--- config.mk ---
export PLATFORM = sky130hd
export DESIGN_NAME = keypad_4x4_scanner_flat
export DESIGN_NICKNAME = d
export VERILOG_FILES = /design/src/rtl/keypad_4x4_scanner_if.sv /design/src/rtl/keypad_4x4_scanner.sv /design/src/flat_wrapper.sv
export SDC_FILE = /design/constraint.sdc
export NUM_CORES = 1
export LEC_CHECK = 0
export CORE_ASPECT_RATIO = 1.2
export CORE_UTILIZATION = 43
export CTS_BUF_LIST = sky130_fd_sc_hd__clkbuf_8
export DETAILED_ROUTE_END_ITERATION = 16
export DONT_BUFFER_PORTS = 1
export PLACE_DENSITY = 0.68
export SETUP_SLACK_MARGIN = 0.3
export SLEW_MARGIN = 20
export SYNTH_ARGS = -nofsm -noshare
export SYNTH_HDL_FRONTEND = slang
export SYNTH_SLANG_ARGS = --single-unit
--- constraint.sdc ---
create_clock -name CLK_100MHz -period 14.3 [get_ports CLK_100MHz]
set_input_delay 2.86 -clock CLK_100MHz [delete_from_list [all_inputs] [get_ports CLK_100MHz]]
set_output_delay 2.86 -clock CLK_100MHz [all_outputs]
set_load 0.01 [all_outputs]
--- src/rtl/keypad_4x4_scanner_if.sv ---
// Keypad scanner signal bundle: matrix lines toward the keypad and the
// accepted-key outputs toward the operand/select registers.
// master = scanner side, slave = keypad/consumer side.
interface keypad_4x4_scanner_if;
  logic [3:0] row;
  logic [3:0] col;
  logic [3:0] key_code;
  logic       key_valid;
  logic       key_held;

  modport master (
    input  row,
    output col, key_code, key_valid, key_held
  );

  modport slave (
    output row,
    input  col, key_code, key_valid, key_held
  );
endinterface

--- src/rtl/keypad_4x4_scanner.sv ---
// 4x4 matrix keypad scanner with sweep-level debouncing and ghost rejection.
// Walks an active-low column one step per scan tick. It collects the row hits
// of a full sweep and accepts a single-key sweep pattern only after it has
// repeated DEBOUNCE_SCANS times. It then emits the key code with a one-cycle
// key_valid strobe.
// Optional feature macro: AUTOREPEAT_EN -- while a key stays pressed,
// key_valid re-fires every REPEAT_SWEEPS matching sweeps.
module keypad_4x4_scanner #(
  parameter int CLK_HZ         = 100_000_000,
  parameter int SCAN_HZ        = 1000,
  parameter int DEBOUNCE_SCANS = 4,
  parameter int REPEAT_SWEEPS  = 250
) (
  input  logic                 CLK_100MHz,
  input  logic                 rst_n,
  keypad_4x4_scanner_if.master kp
);

  localparam int               DIV       = CLK_HZ / SCAN_HZ;
  localparam int               DIV_W     = (DIV > 2) ? $clog2(DIV) : 1;
  localparam logic [DIV_W-1:0] DIV_LAST  = DIV_W'(DIV - 1);
  localparam logic [3:0]       DB_TARGET = 4'(DEBOUNCE_SCANS);

  // A bad parameter set is a build error, not a silent misbehaviour.
  if (DIV < 2 || DEBOUNCE_SCANS < 1 || DEBOUNCE_SCANS > 15 || REPEAT_SWEEPS < 1) begin : gBadParams
    $error("keypad_4x4_scanner: illegal parameter combination");
  end

  typedef enum logic [1:0] {IDLE, DEBOUNCE, PRESSED, RELEASE} state_t;

  logic [3:0]       rowMeta_q, rowSync_q;
  logic [DIV_W-1:0] divCnt_q;
  logic             tick;
  logic [1:0]       colIdx_q, colNext;
  logic [3:0]       col_q;
  logic [11:0]      hitsAcc_q;
  logic [15:0]      sweepHits;
  logic             sweepEnd;
  logic [4:0]       hitCount;
  logic [3:0]       hitIdx;
  logic             oneKey;
  logic [3:0]       sweepCode;
  logic             candMatch;

  state_t     state_q, state_d;
  logic [3:0] cand_q, cand_d;
  logic [3:0] cnt_q, cnt_d;
  logic [3:0] keyCode_q, keyCode_d;
  logic       keyValid_q, keyValid_d;
  logic       keyHeld_q, keyHeld_d;

`ifdef AUTOREPEAT_EN
  localparam int             RPT_W      = $clog2(REPEAT_SWEEPS + 1);
  localparam logic [RPT_W-1:0] RPT_TARGET = RPT_W'(REPEAT_SWEEPS);
  logic [RPT_W-1:0] rptCnt_q, rptCnt_d;
`endif

  assign tick     = (divCnt_q == DIV_LAST);
  assign colNext  = colIdx_q + 2'd1;
  assign sweepEnd = tick && (colIdx_q == 2'd3);

  // Two-flop synchronizer for the asynchronous row lines (idle = all high).
  always_ff @(posedge CLK_100MHz or negedge rst_n) begin
    if (!rst_n) begin
      rowMeta_q <= 4'b1111;
      rowSync_q <= 4'b1111;
    end else begin
      rowMeta_q <= kp.row;
      rowSync_q <= rowMeta_q;
    end
  end

  // Scan-rate divider: tick is high on the terminal count cycle.
  always_ff @(posedge CLK_100MHz or negedge rst_n) begin
    if (!rst_n) begin
      divCnt_q <= '0;
    end else if (tick) begin
      divCnt_q <= '0;
    end else begin
      divCnt_q <= divCnt_q + DIV_W'(1);
    end
  end

  // Sample the column driven for the whole last tick, then step to the next.
  always_ff @(posedge CLK_100MHz or negedge rst_n) begin
    if (!rst_n) begin
      colIdx_q  <= 2'd0;
      col_q     <= 4'b1110;
      hitsAcc_q <= '0;
    end else if (tick) begin
      colIdx_q <= colNext;
      col_q    <= ~(4'b0001 << colNext);
      case (colIdx_q)
        2'd0:    hitsAcc_q[3:0]  <= ~rowSync_q;
        2'd1:    hitsAcc_q[7:4]  <= ~rowSync_q;
        2'd2:    hitsAcc_q[11:8] <= ~rowSync_q;
        default: hitsAcc_q       <= '0;
      endcase
    end
  end

  // Classify the finished sweep (column 3 comes straight from the synchronizer).
  always_comb begin
    sweepHits = {~rowSync_q, hitsAcc_q};
    hitCount  = 5'd0;
    hitIdx    = 4'd0;
    for (int i = 0; i < 16; i++) begin
      if (sweepHits[i]) begin
        hitCount = hitCount + 5'd1;
        hitIdx   = 4'(i);
      end
    end
    oneKey = (hitCount == 5'd1);
    // hitIdx = column*4 + row; map to the printed keypad legend.
    case (hitIdx)
      4'd0:    sweepCode = 4'd1;
      4'd1:    sweepCode = 4'd4;
      4'd2:    sweepCode = 4'd7;
      4'd3:    sweepCode = 4'd14;
      4'd4:    sweepCode = 4'd2;
      4'd5:    sweepCode = 4'd5;
      4'd6:    sweepCode = 4'd8;
      4'd7:    sweepCode = 4'd0;
      4'd8:    sweepCode = 4'd3;
      4'd9:    sweepCode = 4'd6;
      4'd10:   sweepCode = 4'd9;
      4'd11:   sweepCode = 4'd15;
      4'd12:   sweepCode = 4'd10;
      4'd13:   sweepCode = 4'd11;
      4'd14:   sweepCode = 4'd12;
      default: sweepCode = 4'd13;
    endcase
    candMatch = oneKey && (sweepCode == cand_q);
  end

  // Debounce/acceptance FSM; it only moves on sweep boundaries (multi-key = none).
  always_comb begin
    state_d    = state_q;
    cand_d     = cand_q;
    cnt_d      = cnt_q;
    keyCode_d  = keyCode_q;
    keyValid_d = 1'b0;
    keyHeld_d  = keyHeld_q;
`ifdef AUTOREPEAT_EN
    rptCnt_d   = rptCnt_q;
`endif
    if (sweepEnd) begin
`ifdef AUTOREPEAT_EN
      rptCnt_d = '0;
`endif
      unique case (state_q)
        IDLE: begin
          if (oneKey) begin
            cand_d = sweepCode;
            if (DB_TARGET == 4'd1) begin
              state_d    = PRESSED;
              cnt_d      = 4'd0;
              keyCode_d  = sweepCode;
              keyHeld_d  = 1'b1;
              keyValid_d = 1'b1;
            end else begin
              state_d = DEBOUNCE;
              cnt_d   = 4'd1;
            end
          end
        end
        DEBOUNCE: begin
          if (candMatch) begin
            if (cnt_q + 4'd1 == DB_TARGET) begin
              state_d    = PRESSED;
              cnt_d      = 4'd0;
              keyCode_d  = cand_q;
              keyHeld_d  = 1'b1;
              keyValid_d = 1'b1;
            end else begin
              cnt_d = cnt_q + 4'd1;
            end
          end else if (oneKey) begin
            cand_d = sweepCode;
            cnt_d  = 4'd1;
          end else begin
            state_d = IDLE;
            cnt_d   = 4'd0;
          end
        end
        PRESSED: begin
          if (candMatch) begin
`ifdef AUTOREPEAT_EN
            if (rptCnt_q + RPT_W'(1) == RPT_TARGET) begin
              keyValid_d = 1'b1;
            end else begin
              rptCnt_d = rptCnt_q + RPT_W'(1);
            end
`endif
          end else if (!oneKey && DB_TARGET == 4'd1) begin
            state_d   = IDLE;
            cnt_d     = 4'd0;
            keyHeld_d = 1'b0;
          end else begin
            state_d = RELEASE;
            cnt_d   = oneKey ? 4'd0 : 4'd1;
          end
        end
        RELEASE: begin
          if (!oneKey) begin
            if (cnt_q + 4'd1 == DB_TARGET) begin
              state_d   = IDLE;
              cnt_d     = 4'd0;
              keyHeld_d = 1'b0;
            end else begin
              cnt_d = cnt_q + 4'd1;
            end
          end else if (candMatch) begin
            state_d = PRESSED;
            cnt_d   = 4'd0;
          end else begin
            cnt_d = 4'd0;
          end
        end
      endcase
    end
  end

  // FSM and output registers.
  always_ff @(posedge CLK_100MHz or negedge rst_n) begin
    if (!rst_n) begin
      state_q    <= IDLE;
      cand_q     <= 4'd0;
      cnt_q      <= 4'd0;
      keyCode_q  <= 4'd0;
      keyValid_q <= 1'b0;
      keyHeld_q  <= 1'b0;
`ifdef AUTOREPEAT_EN
      rptCnt_q   <= '0;
`endif
    end else begin
      state_q    <= state_d;
      cand_q     <= cand_d;
      cnt_q      <= cnt_d;
      keyCode_q  <= keyCode_d;
      keyValid_q <= keyValid_d;
      keyHeld_q  <= keyHeld_d;
`ifdef AUTOREPEAT_EN
      rptCnt_q   <= rptCnt_d;
`endif
    end
  end

  assign kp.col       = col_q;
  assign kp.key_code  = keyCode_q;
  assign kp.key_valid = keyValid_q;
  assign kp.key_held  = keyHeld_q;

endmodule

--- src/flat_wrapper.sv ---
// flat-port wrapper written by rule: the top's interface ports become plain ports
module keypad_4x4_scanner_flat 
#(
  parameter int CLK_HZ         = 100_000_000,
  parameter int SCAN_HZ        = 1000,
  parameter int DEBOUNCE_SCANS = 4,
  parameter int REPEAT_SWEEPS  = 250
)
  (CLK_100MHz, rst_n, kp_row, kp_col, kp_key_code, kp_key_valid, kp_key_held);
  keypad_4x4_scanner_if kp_i ();
  input  logic CLK_100MHz;
  input  logic rst_n;
  input wire logic [$bits(kp_i.row)-1:0] kp_row;
  output wire logic [$bits(kp_i.col)-1:0] kp_col;
  output wire logic [$bits(kp_i.key_code)-1:0] kp_key_code;
  output wire logic [$bits(kp_i.key_valid)-1:0] kp_key_valid;
  output wire logic [$bits(kp_i.key_held)-1:0] kp_key_held;
  assign kp_i.row = kp_row;
  assign kp_col = kp_i.col;
  assign kp_key_code = kp_i.key_code;
  assign kp_key_valid = kp_i.key_valid;
  assign kp_key_held = kp_i.key_held;
  keypad_4x4_scanner #(.CLK_HZ(CLK_HZ), .SCAN_HZ(SCAN_HZ), .DEBOUNCE_SCANS(DEBOUNCE_SCANS), .REPEAT_SWEEPS(REPEAT_SWEEPS)) u_core (.CLK_100MHz(CLK_100MHz), .rst_n(rst_n), .kp(kp_i));
endmodule
==> Word-level counts from Yosys, hierarchy flattened <==
Memory sizes are Yosys's and may differ from the RTL's.
Index checks and enable logic that the tools add are counted.
{ "totals": {"ff_bits": 59, "mem_bits_ro": 64, "in_bits": 6, "out_inout_bits": 10, "wordCells": 141, "mem_count": 1} }
{ "memory_table": {"columns": ["memory", "depth", "word_bits", "read_ports", "rd_clocked_by_memory_dff", "wr", "line_no", "text"], "rows": [
  ["(name not given)", 16, 4, 1, 0, 0, "keypad_4x4_scanner.sv:115", "case (hitIdx)"]
]} }
{ "classes": {"n_addsub": 18, "eq_ne": 21, "shift": 1, "muxes": 64, "bitwise_logic": 5, "reduce_logical": 17} }
{ "ops": {"columns": ["cell", "n"], "rows": [
  ["$mux 5", 15],
  ["$add 5x1->5 const B", 14],
  ["$mux 4", 15],
  ["$pmux 4 s2", 4],
  ["$mux 2", 10],
  ["$add 17x1->17 const B", 1],
  ["$eq 17x17->1 const B", 1],
  ["$mux 17", 1],
  ["$pmux 4 s4", 1],
  ["$mux 1", 12],
  ["$mux 3", 4],
  ["$ne 3x3->1 const B", 3],
  ["$eq 2x2->1 const B", 4],
  ["$ne 2x1->1 const B", 4],
  ["$not 4->4", 2],
  ["$pmux 2 s4", 1],
  ["$reduce_and 7->1", 1],
  ["$ne 2x2->1 const B", 3],
  ["$reduce_and 2->1", 3],
  ["$reduce_and 3->1", 2],
  ["$reduce_and 6->1", 1],
  ["$reduce_or 2->1", 3],
  ["$eq 5x1->1 const B", 1],
  ["$add 4x1->4 const B", 1],
  ["13 further kinds", 19]
]} }

==> Longest topological paths before layout <==
{ "depth": {"word_depth": 36, "depth_mapped": 51, "ltp_nobuf": 49} }

==> Least setup slack after synthesis <==
No wires, ideal clock.
{ "synth_timing": {"path_kind": "flip-flop to flip-flop", "start": "reg u_core.hitsAcc_q[0]", "end": "reg u_core.cand_q[3]", "setup_time_ns": 0.128, "arrival_time_ns": 9.933, "slack_ns": 4.239, "path_stages_with_launch": 50, "n_path_buf": 2, "path_cell_list": "dfrtp_1 ha_1 or2_2 nand2_1 inv_1 ha_1 nand2_1 o21ai_0 ha_1 mux2_2 ha_1 inv_1 a22o_1 nand2_1 ha_1 nand2b_1 o21a_1 ha_1 [14 not listed] ha_1 o21ai_0 nand2_1 ha_1 nor2_1 a31oi_1 ha_1 mux2_2 ha_1 or4b_1 a21o_1 nand4b_1 o22a_1 a21oi_2 buf_4 and3_1 buf_4 mux2_1"} }
{ "synth_between": {"elab_chain_len": 35, "elab_cells_between_ends": 38, "cone_classes": "add/sub (15); eq/ne (2); mux (19); reduce/logical (2)"} }
{ "synth_lines": {"columns": ["item", "line_no", "text"], "rows": [
  ["from (decl)", "keypad_4x4_scanner.sv:36", "logic [11:0] hitsAcc_q;"],
  ["from (signal assigned)", "keypad_4x4_scanner.sv:94", "2'd0: hitsAcc_q[3:0] <= ~rowSync_q;"],
  ["$mux 1 *", "keypad_4x4_scanner.sv:108", "if (sweepHits[i]) begin"],
  ["$add 1x1->2", "keypad_4x4_scanner.sv:109", "hitCount = hitCount + 5'd1;"],
  ["$mux 5 *", "keypad_4x4_scanner.sv:108", null],
  ["$add 5x1->5", "keypad_4x4_scanner.sv:109", null],
  ["$mux 5 *", "keypad_4x4_scanner.sv:108", null],
  ["$add 5x1->5", "keypad_4x4_scanner.sv:109", null],
  ["$mux 5 *", "keypad_4x4_scanner.sv:108", null],
  ["$add 5x1->5", "keypad_4x4_scanner.sv:109", null],
  ["[19 not listed]", null, null],
  ["$add 5x1->5", "keypad_4x4_scanner.sv:109", null],
  ["$mux 5 *", "keypad_4x4_scanner.sv:108", null],
  ["$add 5x1->5", "keypad_4x4_scanner.sv:109", null],
  ["$mux 5 *", "keypad_4x4_scanner.sv:108", null],
  ["$eq 5x1->1 *", "keypad_4x4_scanner.sv:113", "oneKey = (hitCount == 5'd1);"],
  ["$mux 4 or $logic_and 1x1->1 (tied branches)", null, null],
  ["$mux 4 or $ne 2x2->1 (tied branches)", null, null],
  ["$pmux 4 s2 or $reduce_and 3->1 (tied branches)", null, null],
  ["to (signal assigned)", "keypad_4x4_scanner.sv:238", "cand_q <= cand_d;"],
  ["to (decl)", "keypad_4x4_scanner.sv:46", "logic [3:0] cand_q, cand_d;"]
]} }
Mark *: on every way between the ends. The rest lies on a longest branch, timed or not. The select of a mux whose other input is x is not followed.
A chain may end at the register's enable or synchronous reset.

==> Worst setup path after layout <==
{ "layout_timing": {"start": "reg u_core.hitsAcc_q[1]", "end": "reg u_core.cand_q[0]"} }
{ "layout_between": {"elab_chain_len": 33, "elab_cells_between_ends": 53, "cone_classes": "add/sub (14); eq/ne (3); mux (33); reduce/logical (2); memory (1)"} }
{ "layout_lines": {"columns": ["item", "line_no"], "rows": [
  ["$mux 5", "keypad_4x4_scanner.sv:108"],
  ["$add 5x1->5", "keypad_4x4_scanner.sv:109"],
  ["$mux 5", "keypad_4x4_scanner.sv:108"],
  ["$add 5x1->5", "keypad_4x4_scanner.sv:109"],
  ["$mux 5", "keypad_4x4_scanner.sv:108"],
  ["$add 5x1->5", "keypad_4x4_scanner.sv:109"],
  ["$mux 5", "keypad_4x4_scanner.sv:108"],
  ["$add 5x1->5", "keypad_4x4_scanner.sv:109"],
  ["[17 not listed]", null],
  ["$add 5x1->5", "keypad_4x4_scanner.sv:109"],
  ["$mux 5", "keypad_4x4_scanner.sv:108"],
  ["$add 5x1->5", "keypad_4x4_scanner.sv:109"],
  ["$mux 5", "keypad_4x4_scanner.sv:108"],
  ["$eq 5x1->1", "keypad_4x4_scanner.sv:113"],
  ["$mux 4 or $logic_and 1x1->1 (tied branches)", "keypad_4x4_scanner.sv:153, keypad_4x4_scanner.sv:178, keypad_4x4_scanner.sv:133"],
  ["$mux 4 or $ne 2x2->1 (tied branches)", null],
  ["$pmux 4 s2 or $reduce_and 3->1 (tied branches)", null]
]} }
Several ways; a longest one is shown, not always the timed one. The select of a mux whose other input is x is not followed.

==> flow_metrics.env <==
export IMPL_status="finished, final reports clean"
export IMPL_root_buffer="clkbuf_8"
export IMPL_min_from="u_core.rowMeta_q[0]"
export IMPL_netlist_area_um2=4660
export IMPL_final_layout_size_suffix_gt1_share_pct=9.68
export IMPL_path_class="register to register"
export IMPL_hold_viol=0
export IMPL_path_delay_family="adder cells"
export IMPL_syn_mean_instance_area_um2=9.13
export IMPL_cp_slowest_cell="or4b_1"
export IMPL_ys_async_sr_fraction_pct=100
export IMPL_syn_inst=510
export IMPL_antenna_found_initial=0
export IMPL_slowest_delay_ns=0.47
export IMPL_slew_violations=0
export IMPL_vdd_ir_drop_max_v=0.0000887
export IMPL_track_usage_pct=17.7
export IMPL_ant_nets=0
export IMPL_finalPower_mw=0.340
export IMPL_cellLeakagePower_nw=2.20
export IMPL_cp_depth=46
export IMPL_port_buffers=0
export IMPL_clock_skew_ns=0.00869
export IMPL_worst_path_most_repeated_cell="ha_1"
export IMPL_hold_buffers=0
export IMPL_setup_violations=0
export IMPL_holdPathEnd="u_core.rowSync_q[0]"
export IMPL_min_period_ns=11.09
export IMPL_ctsResizeCount=0
export IMPL_synth_ff_type="dfrtp_1"
export IMPL_gp_congestion=0.830
export IMPL_r2r_end="u_core.cand_q[0]"
export IMPL_tns_ns=0
export IMPL_vias=3625
export IMPL_post_route_period_util_pct=77.6
export IMPL_first_iter_violations=121
export IMPL_synth_edf_count=0
export IMPL_synth_seq_cells=59
export IMPL_wl_per_cell_um=14.7
export IMPL_crit_arrival_ns=11.31
export IMPL_rsz0062_at_grt="false"
export IMPL_syn_to_final_growth_pct=5.64
export IMPL_cts_buffers=9
export IMPL_path_clk_slew_ns=0.07
export IMPL_layout_nets=532
export IMPL_r2r_cells=46
export IMPL_routed_wl_um=9330
export IMPL_firstDrtPassIters=4
export IMPL_yosysSeqAreaShare_pct=32.0
export IMPL_tightest_slew_ns=0.841
export IMPL_crit_path_start="u_core.hitsAcc_q[1]"
export IMPL_ys_warn_count=0
export IMPL_overflow=0
export IMPL_grt_max_degree=60
export IMPL_diodes=0
export IMPL_maxCapViolations=0
export IMPL_cts_tree="yes"
export IMPL_required_ns=14.52
export IMPL_grt_pass1_wl_um=16300
export IMPL_end_kind="register"
export IMPL_die_h_um=116
export IMPL_clock_sinks=59
export IMPL_dieArea_um2=11300
export IMPL_grt_pass1_vias=3580
export IMPL_dp_hpwl_um=6970
export IMPL_timing_rr_start="u_core.hitsAcc_q[1]"
export IMPL_hold_path_class="register to register"
export IMPL_worstHoldPathCells=0
export IMPL_rows=41
export IMPL_ys_types=74
export IMPL_clockBufferDepth=2
export IMPL_start_util_pct=44.3
export IMPL_start_kind="register"
export IMPL_cp_buffers_inverters=3
export IMPL_clkLatencyLatePin_ns=0.34
export IMPL_relSlewSlack_pct=43.7
export IMPL_die_w_um=97
export IMPL_cp_max_fo=11
export IMPL_cts_max_level=3
export IMPL_syn_num_nets=541
export IMPL_cts_setup_buffers=0
export IMPL_max_freq_mhz=90.2
export IMPL_drcViolationCount=0
export IMPL_viasPerCell=5.71
export IMPL_core_area_um2=10500
export IMPL_num_io_pins=16
export IMPL_rrSetupSlack_ns=3.21
export IMPL_powerDensity_nw_per_um2=69.1
-- metrics by stage --
stage	instance area (µm²)	hold WS, ns	util (%)	setup slack (ns)	cells
floorplan	4660	0.345	-	4.24	510
global placement	4730	0.347	44.9	3.67	619
detailed placement	4730	0.348	44.9	3.25	619
CTS	4920	0.358	46.8	3.24	635
global route	4920	0.362	46.8	2.38	635
finish	4920	0.356	46.8	3.21	635
-- synthesized netlist by cell type, drive strengths merged, types with 4 or more instances --
master   instances  share of area, %
nand2           54               4.4
dfrtp           48                26
nor2            36               2.9
o21ai           33               3.5
xnor2           32               6.2
nand3           29               3.2
inv             27               2.2
ha              25               6.7
xor2            24               4.9
clkbuf          15               1.2
mux2            13               3.1
nand3b          12               1.9
nor3            12               1.3
a21oi           11               1.3
dfstp           11               6.2
and3             8               1.1
xnor3            8               3.9
mux2i            7               1.5
and2             6              0.86
nor4             6              0.81
buf              5              0.78
nand2b           5              0.67
nand4            5              0.67
or2              5              0.67
a31oi            4              0.54
nand4b           4              0.75
nor2b            4              0.54
o2bb2ai          4              0.75
-- worst max path at each step --
stage | to | slack (ns)
after floorplan | u_core.cand_q[3] | 4.24
after global placement | u_core.cand_q[0] | 3.67
after detailed placement | u_core.cand_q[0] | 3.25
after CTS | u_core.cand_q[0] | 3.24
after global routing | u_core.cand_q[3] | 2.38
final | u_core.cand_q[0] | 3.21
-- where the power goes --
part	switching [mW]	internal (mW)
sequential	0.00215	0.169
clock	0.0667	0.0839
combinational	0.00968	0.00865
total	0.0785	0.262
-- worst reg2reg max path, delay by kind of cell, from the launching register on --
family,cells,cell delay [ns]
buffers and inverters,3,0.26
adders and majority gates,14,4.22
and+or+nand+nor,10,1.65
AOI/OAI and AO/OA,13,2.79
xor gates and xnor gates,1,0.29
DFF,1,0.37
muxes,5,1.39
-- cell families after synthesis --
kind of cell / count (synthesis) / synth area share [%]
buffers and inverters: 47 / 4.16
AO/OA/AOI/OAI: 99 / 14.7
multiplexers: 20 / 4.65
adder cells (fa/ha/maj): 25 / 6.72
AND/OR/NAND/NOR: 193 / 21.1
XOR/XNOR: 67 / 16.6
flip-flops: 59 / 32.0
-- sequential cells by signal (all words and copies together) (netlist names), 2 cells and up --
register,count
u_core.colIdx_q,2
u_core.divCnt_q,17
u_core.state_q,2
u_core.cnt_q,4
u_core.rowMeta_q,4
u_core.cand_q,4
u_core.rowSync_q,4
u_core.kp.key_code,4
u_core.hitsAcc_q,12
u_core.kp.col,4
-- routing by layer --
metal	vias up	global-route usage [%]	wire (µm)	part of all wire, %
met5	-	0	0	0
met4	0	8.26	222	2.4
met1	1737	21.6	4240	45
met2	67	31.0	4630	50
li1	1803	-	-	-
met3	18	2.77	242	2.6
-- cell usage in the layout (no fill, tap or decap), drive strengths merged, types with 5 or more instances in the layout --
| cell | n |
|---|---|
| ha | 25 |
| xor2 | 24 |
| xnor2 | 32 |
| o21ai | 33 |
| nand2 | 54 |
| mux2 | 13 |
| nor3 | 12 |
| and3 | 8 |
| dfrtp | 48 |
| inv | 30 |
| clkbuf | 10 |
| and2 | 6 |
| or2 | 5 |
| nand3 | 29 |
| xnor3 | 8 |
| dfstp | 11 |
| nand2b | 5 |
| nor4 | 6 |
| nor2 | 36 |
| nand4 | 5 |
| nand3b | 12 |
| a21oi | 11 |
| mux2i | 7 |
-- layout make-up --
class,count,area (µm²)
clock inverters,6,56.3
inverters,27,101
well taps,129,161
flip-flops and latches,59,1490
fillers,995,5600
clock buffers,10,138
multi-input cells,404,2970
(Power assumes the default switching activity.)
